==> src/rtl/sequential_divider.sv <==
// -----------------------------------------------------------------------------
// sequential_divider
//   Multi-cycle unsigned restoring divider. It produces one quotient bit per
//   clock and is the inverse of the four-bit array multiplier: an 8-bit
//   product-width dividend is split by a 4-bit factor into quotient and
//   remainder. It uses a start/done handshake.
//
//   Ports
//     clk          rising-edge clock
//     rst          synchronous, active-high reset
//     start        request, sampled only while idle
//     dividend     numerator, latched on the accepting edge
//     divisor      denominator, latched on the accepting edge
//     busy         high during every division step cycle
//     done         one-cycle pulse; results are valid from this cycle
//     quotient     unsigned quotient (all ones on divide by zero)
//     remainder    unsigned remainder (zero on divide by zero)
//     div_by_zero  set together with done when the divisor was zero
// -----------------------------------------------------------------------------
module sequential_divider #(
  parameter int DIVIDEND_W = 8,
  parameter int DIVISOR_W  = 4
) (
  input  logic                  clk,
  input  logic                  rst,
  input  logic                  start,
  input  logic [DIVIDEND_W-1:0] dividend,
  input  logic [DIVISOR_W-1:0]  divisor,
  output logic                  busy,
  output logic                  done,
  output logic [DIVIDEND_W-1:0] quotient,
  output logic [DIVISOR_W-1:0]  remainder,
  output logic                  div_by_zero
);

  localparam int CNT_W = $clog2(DIVIDEND_W + 1);

  localparam logic [1:0] S_IDLE = 2'd0;
  localparam logic [1:0] S_BUSY = 2'd1;
  localparam logic [1:0] S_DONE = 2'd2;

  logic [1:0]            state;
  logic [CNT_W-1:0]      cnt;

  // The dividend shift register doubles as the quotient accumulator: each
  // step shifts its MSB into the partial remainder and the new quotient bit
  // into its LSB, so after DIVIDEND_W steps it holds the full quotient.
  logic [DIVIDEND_W-1:0] dvd_sr;
  logic [DIVISOR_W:0]    prem;
  logic [DIVISOR_W-1:0]  dvs;

  logic [DIVISOR_W+1:0]  step_res;
  logic [DIVISOR_W:0]    nxt_prem;
  logic                  qbit;
  logic [DIVIDEND_W-1:0] nxt_q;

  // One restoring step. It returns {new partial remainder, quotient bit}.
  // The partial remainder stays below 2*divisor, so DIVISOR_W+1 bits never
  // overflow.
  function automatic logic [DIVISOR_W+1:0] restore_step(
    input logic [DIVISOR_W:0]   p,
    input logic                 msb,
    input logic [DIVISOR_W-1:0] d
  );
    logic [DIVISOR_W:0] sh;
    sh = {p[DIVISOR_W-1:0], msb};
    if (sh >= {1'b0, d}) begin
      return {sh - {1'b0, d}, 1'b1};
    end
    return {sh, 1'b0};
  endfunction

  always_comb begin
    step_res = restore_step(prem, dvd_sr[DIVIDEND_W-1], dvs);
    nxt_prem = step_res[DIVISOR_W+1:1];
    qbit     = step_res[0];
    nxt_q    = {dvd_sr[DIVIDEND_W-2:0], qbit};
  end

  assign busy = (state == S_BUSY);
  assign done = (state == S_DONE);

  // Datapath: the operands are captured on the accepting edge and then
  // iterated. These registers need no reset because the FSM never uses them
  // outside BUSY.
  always_ff @(posedge clk) begin
    if (state == S_IDLE && start) begin
      dvd_sr <= dividend;
      dvs    <= divisor;
      prem   <= '0;
    end else if (state == S_BUSY) begin
      dvd_sr <= nxt_q;
      prem   <= nxt_prem;
    end
  end

  // Control and result registers. The results change only on entry to DONE.
  always_ff @(posedge clk) begin
    if (rst) begin
      state       <= S_IDLE;
      cnt         <= '0;
      quotient    <= '0;
      remainder   <= '0;
      div_by_zero <= 1'b0;
    end else begin
      case (state)
        S_IDLE: begin
          if (start) begin
            if (divisor == '0) begin
              state       <= S_DONE;
              quotient    <= '1;
              remainder   <= '0;
              div_by_zero <= 1'b1;
            end else begin
              state <= S_BUSY;
              cnt   <= CNT_W'(DIVIDEND_W);
            end
          end
        end
        S_BUSY: begin
          cnt <= cnt - CNT_W'(1);
          if (cnt == CNT_W'(1)) begin
            state       <= S_DONE;
            quotient    <= nxt_q;
            remainder   <= nxt_prem[DIVISOR_W-1:0];
            div_by_zero <= 1'b0;
          end
        end
        S_DONE: begin
          state <= S_IDLE;
        end
        default: begin
          state <= S_IDLE;
        end
      endcase
    end
  end

endmodule
==> config.mk <==
export PLATFORM = sky130hd
export DESIGN_NAME = sequential_divider
export DESIGN_NICKNAME = d
export VERILOG_FILES = /design/src/rtl/sequential_divider.sv
export SDC_FILE = /design/constraint.sdc
export NUM_CORES = 1
export LEC_CHECK = 0
export ABC_CLOCK_PERIOD_IN_PS = 2400
export CORE_AREA = 2 2 59 61
export CTS_BUF_LIST = sky130_fd_sc_hd__clkbuf_8
export DETAILED_ROUTE_END_ITERATION = 16
export DIE_AREA = 0 0 61 63
export PLACE_DENSITY_LB_ADDON = 0.25
export SLEW_MARGIN = 5
export SYNTH_ARGS = -nofsm -noshare
export SYNTH_HDL_FRONTEND = slang
export SYNTH_SLANG_ARGS = --single-unit
==> constraint.sdc <==
create_clock -name clk -period 2.4 [get_ports clk]
set_clock_uncertainty 0.15 [all_clocks]
set_input_delay 0.72 -clock clk [delete_from_list [all_inputs] [get_ports clk]]
set_output_delay 0.72 -clock clk [all_outputs]
set_load 0.05 [all_outputs]
==> run summary, run 1 <==
First-pass GRT wire length -> 6770 um
Final net count -> 229
Worst slew margin -> 65.6%
Sink Count -> 35
Via Count -> 1382
Clock Tree Root -> clkbuf_8
RePlAce Congestion -> 0.872
Core ar. -> 3230 um^2
Number of synthesis warnings -> 0
RSZ-0062 raised after global routing -> false
Static leakage -> 0.000898 uW
Ports -> 30
Most frequent cell after synthesis -> nand2_1
Die W -> 61 um
Number of synthesized flops with an enable pin -> 12
Crit-path max cell delay -> 820 ps
Vert. Die Dim -> 63 um
Dominant synthesized flop cell -> dfxtp_1
# fillers -> 275
Crit path max fanout -> 2
Post-CTS sizing -> 0
Final period util -> 98.1%
Worst-Skew Late Latency -> 290 ps
Outcome -> finished, final reports clean
Postcts setup bufs -> 0
Startpoint Class -> flop
Reg clk slew, reported paths -> 70 ps
Max-cap violations -> 0
Place WS -> -180 ps
Sequential-to-total area share from yosys stat -> 49.5%
Arrival @ worst endpoint -> 1480 ps
F_max -> 425 MHz
Avg WL per Cell -> 15.3 um
Fin area -> 2230 um^2
Fraction of layout cells with a size suffix above 1 -> 21.2%
Endpoint type of the worst setup path -> output port
Synth Register Bits -> 35
Syn_nets -> 183
Num CTS Buffers -> 5
Largest cells by area after synthesis -> dfxtp_1 (28%), edfxtp_1 (22%), nand2_1 (6.6%)
Clk buf depth -> 2
Final Slew Violations -> 0
Avg Inst Size Synth -> 10.3 um^2
I/O Buffers -> 29
Die area -> 3840 um^2
Share of synthesized registers carrying an async set or reset -> 0%
1st-pass router iterations -> 4
Vias in the first global route -> 1427
Count of cell types in the netlist -> 52
H-tree level count -> 2
CP top delay family -> buffers and inverters
Largest net degree at the start of global routing -> 12
Max VDD drop -> 0.553 mV
Count of final setup violators -> 0
Worst path required time -> 1530 ps
Post-CTS Hold Buffers -> 0
Cell count after synthesis -> 161
CP bufs+invs -> 1
Hold Path Class -> flop to flop
Antenna viol nets, final -> 0
Leading area contributor after synthesis -> dfxtp_1
DRC errors left -> 0
Vias per inst -> 5.44
Worst path cell trace -> clkdlybuf4s50_1
Initial antenna violation count -> 0
Post-Syn Area -> 1660 um^2
Tot GR Track Use -> 24.0%
Min Clock Period, post-route -> 2350 ps
Slew @ Worst Pin -> 514 ps
Post-place instance area -> 2100 um^2
Synth-to-Final Area Change -> 34.8%
Crit-path slowest cell -> clkdlybuf4s50_1
GRT Residual Overflow -> 0
Routed WL -> 3900 um
Hpwl dp -> 2860 um
Setup ws final -> 45.5 ps
Rows -> 21
Commonest cells in the netlist -> nand2_1 (29), dfxtp_1 (23), edfxtp_1 (12), inv_1 (10), nor2_1 (10)
Crit Path Class -> flop to output port
TritonCTS clock tree -> done
Initial Util -> 51.3%
Ant diodes -> 0
Final Hold Viols -> 0
Share of the synthesized area in the top cell type -> 27.8%
Drt first-iter violations -> 71
PwrDens -> 875 nW/um^2
==> per-layer routing <==
metal  track usage (%)  vias up  wire (um)
li1                  -      678          -
met2              39.8       40       2060
met1              29.7      658       1590
met5                 0        -          0
met3              7.45        6        194
met4              6.52        0         50
==> logic make-up (layout without fill, tap and decap cells) <==
family          Yosys count  in the layout  synth area share (%)
buf+inv                  17             64                  4.98
xor+xnor                  2              2                  1.06
compound gates           38             38                  20.0
flops                    35             35                  49.5
simple gates             62             62                  18.7
fa+ha+maj                 7              7                  5.74
==> report_power, final <==
part | internal [uW] | switching (uW)
clock | 411 | 219
sequential | 709 | 66.9
combinational | 226 | 322
total | 1350 | 608
==> stage by stage <==
| stage | cells | hold WS [ps] | util [%] | power (uW) | TNS [ps] |
|---|---|---|---|---|---|
| after floorplan | 161 | 276 | - | 1150 | 0 |
| after global placement | 246 | 287 | 65.0 | 1310 | -1140 |
| after detailed placement | 246 | 290 | 65.0 | 1330 | -1620 |
| after CTS | 254 | 306 | 69.1 | 1960 | 0 |
| after global routing | 254 | 333 | 69.1 | 2070 | 0 |
| final | 254 | 302 | 69.1 | 1950 | 0 |
==> state kept, by name, indices dropped and copies added, names as in the netlist <==
| signal | count |
|---|---|
| cnt | 4 |
| prem | 4 |
| remainder | 4 |
| dvs | 4 |
| state | 2 |
| dvd_sr | 8 |
| quotient | 8 |
| div_by_zero | 1 |
==> cell usage in the layout, fill, tap and decap left out, drive strengths merged, types with 2 or more instances in the layout <==
cell type	count
a32o	2
xnor2	2
o21ai	5
nand2b	3
nor3	4
nand2	29
dfxtp	23
or3b	3
a211oi	3
bufinv	2
a21oi	6
inv	11
edfxtp	12
ha	6
buf	19
clkbuf	5
clkdlybuf4s50	26
o221a	6
o31ai	2
nor2	12
==> worst paths after layout <==
check,from,to,slack (ps),cells after the start
hold reg to reg,remainder[2],remainder[2],300,2
hold / removal,remainder[2],remainder[2],300,2
setup / recovery,quotient[7],quotient[7],50,1
setup reg to reg,prem[0],remainder[1],450,5
==> area by class of cell <==
class | count | area [um^2] | area share (%)
tap | 46 | 57.6 | 2.58
inverter | 11 | 41.3 | 1.85
clock inverter | 3 | 63.8 | 2.86
clock buffer | 5 | 68.8 | 3.08
sequential | 35 | 821 | 36.8
timing repair buffer | 45 | 428 | 19.2
multi-input combinational | 109 | 753 | 33.7
(Power assumes the default switching activity.)
==> run 2, diff against run 1 <==
--- a/constraint.sdc
+++ b/constraint.sdc
@@ -4,2 +4,2 @@
 set_output_delay 0.72 -clock clk [all_outputs]
-set_load 0.05 [all_outputs]
+set_load 0.1 [all_outputs]
==> run 2 against run 1 <==
Maximum frequency increased by 4.5%. Register-to-register slack about the same. Hold slack improved by 3.2 ps. Sequential power about the same. Count of clock-buffer cells in the layout unchanged. Critical endpoint is now quotient[0].
==> run summary, run 2 (same netlist as run 1, synthesis figures left out) <==
Hold Slack -> 306 ps (+3.16 ps)
Routed WL -> 3880 um (-0.41%)
F_max -> 444 MHz (+4.5%)
Ports -> 30 (unchanged)
Static leakage -> 0.000898 uW (about the same)
Avg WL per Cell -> 15.3 um (-0.41%)
Min Clock Period, post-route -> 2250 ps (-102 ps)
Core ar. -> 3230 um^2 (unchanged)
Crit Path Class -> input pin to flop
Crit-path slowest cell -> or4_4
Setup TNS -> 0 ps (unchanged)
Ant diodes -> 0 (unchanged)
Final period util -> 93.8% (-4.3 points)
Grt met2 use -> 38.7% (-1.1 points)
Final Slew Violations -> 0 (unchanged)
H-tree level count -> 2 (unchanged)
Slew @ Worst Pin -> 432 ps (-81.8 ps)
I/O Buffers -> 29 (unchanged)
Worst slew margin -> 71.1% (+5.5 points)
Vias per inst -> 5.38 (-1.2%)
Clock network fraction of total power -> 23.9% (-8.3 points)
Vert. Die Dim -> 63 um (unchanged)
Post-place instance area -> 2100 um^2 (-0.12%)
Leading cell type in the layout, fill and taps excluded -> nand2_1
Clock Tree Root -> clkbuf_8
M3 GR Usage -> 6.63% (-0.83 points)
Place WS -> -149 ps (+30.3 ps)
First-pass GRT wire length -> 6630 um (-2.0%)
Arrival @ worst endpoint -> 2320 ps (+840 ps)
Worst hold path depth -> 2 (unchanged)
Crit-path max cell delay -> 580 ps (-240 ps)
Reg clk slew, reported paths -> 70 ps (about the same)
Startpoint Class -> input pin
M1 GR Usage -> 28.5% (-1.2 points)
Internal -> 1140 uW (-15%)
Die area -> 3840 um^2 (unchanged)
Hold Path Class -> flop to flop
Synth-to-Final Area Change -> 32.0%
Via Count -> 1366 (-1.2%)
Endpoint type of the worst setup path -> flop
Comb pwr share -> 33.4% (+5.3 points)
Outcome -> finished, final reports clean
Sink Count -> 35 (unchanged)
RePlAce Congestion -> 0.905 (+3.9%)
Fraction of layout cells with a size suffix above 1 -> 27.9% (+6.7 points)
Die W -> 61 um (unchanged)
GR peak layer -> met2
Tot GR Track Use -> 23.1% (-0.92 points)
Num CTS Buffers -> 5 (unchanged)
Postcts setup bufs -> 0 (unchanged)
# fillers -> 259 (-5.8%)
Post-CTS Hold Buffers -> 0 (unchanged)
Fin area -> 2190 um^2 (-2.1%)
Largest net degree at the start of global routing -> 13 (+1)
DRC errors left -> 0 (unchanged)
Reg2Reg Depth -> 5 (unchanged)
Registers with the most flip-flops -> dvd_sr x8, quotient x8
Net Sw Frac -> 37.2% (+6.1 points)
Count of final setup violators -> 0 (unchanged)
Setup ws final -> 148 ps (+102 ps)
Post-CTS sizing -> 0 (unchanged)
Initial Util -> 51.3% (unchanged)
Final Hold Viols -> 0 (unchanged)
RSZ-0062 raised after global routing -> false
Final net count -> 229 (unchanged)
Antenna viol nets, final -> 0 (unchanged)
Worst path required time -> 2460 ps (+930 ps)
Clk buf depth -> 2 (unchanged)
1st-pass router iterations -> 4 (unchanged)
Worst path cell trace -> clkdlybuf4s50_1, or4_4, o22ai_4, buf_12, nor2_2, a211oi_2
Crit path max fanout -> 10 (+8)
Initial antenna violation count -> 0 (unchanged)
Max VDD drop -> 0.566 mV (+2.4%)
Worst-Skew Late Latency -> 290 ps (about the same)
Most frequent cells in the layout -> nand2_1 (29), buf_4 (27), dfxtp_1 (23)
Psw -> 674 uW (+11%)
Drt first-iter violations -> 66 (-7.0%)
TritonCTS clock tree -> done
Rows -> 21 (unchanged)
GRT Residual Overflow -> 0 (unchanged)
PwrDens -> 829 nW/um^2 (-5.3%)
Hpwl dp -> 2890 um (+1.1%)
Vias in the first global route -> 1457 (+2.1%)
Reg power frac -> 42.8% (+3.1 points)
Max-cap violations -> 0 (unchanged)
==> run 2: cell count changes in the layout (fill, tap and decap cells not counted) <==
| cell | previous run | this run |
|---|---|---|
| inv_1 | 11 | 10 |
| clkinv_2 | 0 | 1 |
| clkinvlp_4 | 0 | 2 |
| nor2b_2 | 0 | 1 |
| buf_4 | 17 | 27 |
| buf_12 | 2 | 4 |
| bufinv_16 | 2 | 0 |
| nor2b_1 | 1 | 0 |
| clkdlybuf4s50_1 | 26 | 14 |
==> run 2: cell type report <==
type | count | area, um^2 | area share, %
sequential | 35 | 821 | 37.5
multi-input combinational | 109 | 756 | 34.6
timing repair buffer | 45 | 423 | 19.3
clock buffer | 5 | 68.8 | 3.15
tap | 46 | 57.6 | 2.63
inverter | 11 | 41.3 | 1.89
clock inverter | 3 | 20.0 | 0.915
==> run 2: power groups by stage <==
| stage | combinational, uW | sequential (uW) | clock, uW |
|---|---|---|---|
| floorplan | 358 | 840 | 0 |
| global placement | 573 | 785 | 0 |
| detailed placement | 603 | 790 | 0 |
| CTS | 606 | 777 | 442 |
| global route | 666 | 788 | 470 |
| finish | 605 | 776 | 433 |
==> run 2: through the flow <==
stage | power [uW] | instances | utilization [%]
after CTS | 1820 | 254 | 67.7
final | 1810 | 254 | 67.7
after detailed placement | 1390 | 246 | 64.9
after global placement | 1360 | 246 | 64.9
after floorplan | 1200 | 161 | -
after global routing | 1920 | 254 | 67.7
==> run 2: metal layers <==
| layer | vias up | part of all wire (%) |
|---|---|---|
| met3 | 3 | 4.0 |
| met5 | - | 0 |
| li1 | 678 | - |
| met1 | 658 | 43 |
| met2 | 27 | 52 |
| met4 | 0 | 0.75 |
==> run 2: final timing paths <==
path,startpoint,end,slack [ps]
max,divisor[1],quotient[0],150
min,remainder[2],remainder[2],310
max reg2reg,prem[0],prem[0],460
min reg2reg,remainder[2],remainder[2],310
==> run 2: worst max-delay path: cells and delay by family <==
family	cells	cell delay, ps
simple gates	2	620
buf+inv	2	610
compound gates	2	370
==> run 3, diff against run 2 <==
Settings changed: CORE_AREA 2 2 59 61 to 2 2 49 73, DIE_AREA 0 0 61 63 to 0 0 51 75.
==> run 3 against run 2 <==
Critical path depth stayed put. Utilization is 1.1 points higher. Hold slack better by 3.4 ps. Clock power is 7.6% lower. Largest cell class unchanged. Highest routed layer unchanged.
==> run summary, run 3 (same netlist as run 1, synthesis figures left out) <==
Outcome -> finished, final reports clean
Tot GR Track Use -> 23.7% (+0.54 points)
Die W -> 51 um (-16%)
Static leakage -> 0.000910 uW (+1.4%)
Worst R2R Start -> dvs[2]
Routed WL -> 3860 um (-0.54%)
Final period util -> 95.1% (+1.2 points)
Min Clock Period, post-route -> 2280 ps (+29.9 ps)
Crit Path Class -> input pin to flop
Hold_sp -> remainder[2]
# fillers -> 247 (-4.6%)
Largest net degree at the start of global routing -> 14 (+1)
Max-cap violations -> 0 (unchanged)
Core ar. -> 3160 um^2 (-2.2%)
Post-CTS Hold Buffers -> 0 (unchanged)
DRC errors left -> 0 (unchanged)
Die area -> 3830 um^2 (-0.47%)
Final net count -> 229 (unchanged)
Hpwl dp -> 2920 um (+1.1%)
Initial Util -> 52.4% (+1.2 points)
Count of final setup violators -> 0 (unchanged)
Clock Tree Root -> clkbuf_8
Num CTS Buffers -> 5 (unchanged)
Post-CTS sizing -> 0 (unchanged)
Worst path required time -> 2460 ps (about the same)
Met2 wire length -> 2150 um (+6.1%)
Registers with the most flip-flops -> dvd_sr x8, quotient x8
Setup TNS -> 0 ps (unchanged)
Crit path max fanout -> 10 (unchanged)
Final Slew Violations -> 0 (unchanged)
Top Layer Used -> met4
Postcts setup bufs -> 0 (unchanged)
Max VDD drop -> 0.577 mV (+1.9%)
H-tree level count -> 2 (unchanged)
Initial antenna violation count -> 0 (unchanged)
Worst hold path depth -> 2 (unchanged)
F_max -> 438 MHz (-1.3%)
Drt first-iter violations -> 37 (-44%)
Slew @ Worst Pin -> 440 ps (+8.51 ps)
Vert. Die Dim -> 75 um (+19%)
PwrDens -> 820 nW/um^2 (-1.1%)
Vias in the first global route -> 1420 (-2.5%)
Synth-to-Final Area Change -> 31.1%
Reg2Reg Depth -> 6 (+1)
1st-pass router iterations -> 4 (unchanged)
Vias per inst -> 5.54 (+3.0%)
RSZ-0062 raised after global routing -> false
Hold worst-path end -> remainder[2]
TritonCTS clock tree -> done
M1 wire length -> 1480 um (-11%)
Endpoint type of the worst setup path -> flop
RePlAce Congestion -> 0.777 (-14%)
Detailed-routed wire length on met3 -> 166 um (+6.4%)
Worst slew margin -> 70.6% (-0.57 points)
Via Count -> 1374 (+0.59%)
GRT Residual Overflow -> 0 (unchanged)
Rows -> 25 (+19%)
I/O Buffers -> 29 (unchanged)
Most frequent cells in the layout -> nand2_1 (29), buf_4 (27), dfxtp_1 (23)
Place WS -> -187 ps (-37.6 ps)
Worst-Skew Late Latency -> 280 ps (about the same)
Antenna viol nets, final -> 0 (unchanged)
Final Hold Viols -> 0 (unchanged)
Arrival @ worst endpoint -> 2340 ps (+20 ps)
Ant diodes -> 0 (unchanged)
Fraction of layout cells with a size suffix above 1 -> 26.9% (-0.96 points)
Setup ws final -> 118 ps (-29.9 ps)
Hold Path Class -> flop to flop
Sink Count -> 35 (unchanged)
Avg WL per Cell -> 15.6 um (+1.9%)
Startpoint Class -> input pin
Clk buf depth -> 2 (unchanged)
Reg clk slew, reported paths -> 70 ps (about the same)
First-pass GRT wire length -> 6480 um (-2.3%)
Internal reg-to-reg setup slack -> 470 ps (about the same)
Leading cell type in the layout, fill and taps excluded -> nand2_1
RR Endpoint -> remainder[1]
Ports -> 30 (unchanged)
[run 3: cell types whose count changed in the layout (fill, tap and decap cells not counted)]
cell        delta
clkinvlp_4     -2
inv_1          +2
[run 3: worst max path at each step]
stage | cells after the start | to | slack, ps | startpoint
2_1_floorplan | 4 | busy | 330 | state[1]
3_5_place_dp | 6 | quotient[0] | -190 | divisor[1]
4_1_cts | 6 | quotient[0] | 120 | divisor[1]
6_report | 6 | quotient[0] | 120 | divisor[1]
3_3_place_gp | 7 | quotient[0] | -120 | start
5_1_grt | 6 | quotient[0] | 50 | divisor[1]
[run 3: power breakdown]
part           switching [uW]  leakage [uW]  total [uW]  internal, uW
Combinational             375      0.000553         603           228
Clock                     205     0.0000505         400           195
Sequential               67.0      0.000307         777           710
[run 3: through the flow]
| step | cell area, um^2 | hold WS, ps | cells | total power [uW] | utilization (%) |
|---|---|---|---|---|---|
| 6_report | 2170 | 309 | 248 | 1780 | 68.8 |
| 5_1_grt | 2170 | 327 | 248 | 1890 | 68.8 |
| 4_1_cts | 2170 | 311 | 248 | 1790 | 68.8 |
| 3_5_place_dp | 2090 | 298 | 240 | 1390 | 66.2 |
| 3_3_place_gp | 2090 | 292 | 240 | 1370 | 66.2 |
| 2_1_floorplan | 1660 | 276 | 161 | 1200 | - |
[run 3: layer usage]
layer,global-route usage (%),up-vias
met5,0,-
met4,9.91,0
met3,5.56,5
met2,44.6,29
met1,24.8,664
li1,-,676
[run 3: worst max-delay path, cell delays in order]
cell and delay [ps]:
clkdlybuf4s50_1 450, or4_4 580, o22ai_4 210, buf_12 160, nor2_2 40, a211oi_2 180
[run 3: cell type report]
| type | instances | area, um^2 | share of cell area [%] |
|---|---|---|---|
| clock buffer | 5 | 68.8 | 3.17 |
| tap | 40 | 50.0 | 2.30 |
| multi-input combinational | 109 | 756 | 34.8 |
| inverter | 11 | 41.3 | 1.90 |
| timing repair buffer | 45 | 423 | 19.5 |
| sequential | 35 | 821 | 37.8 |
| clock inverter | 3 | 12.5 | 0.576 |
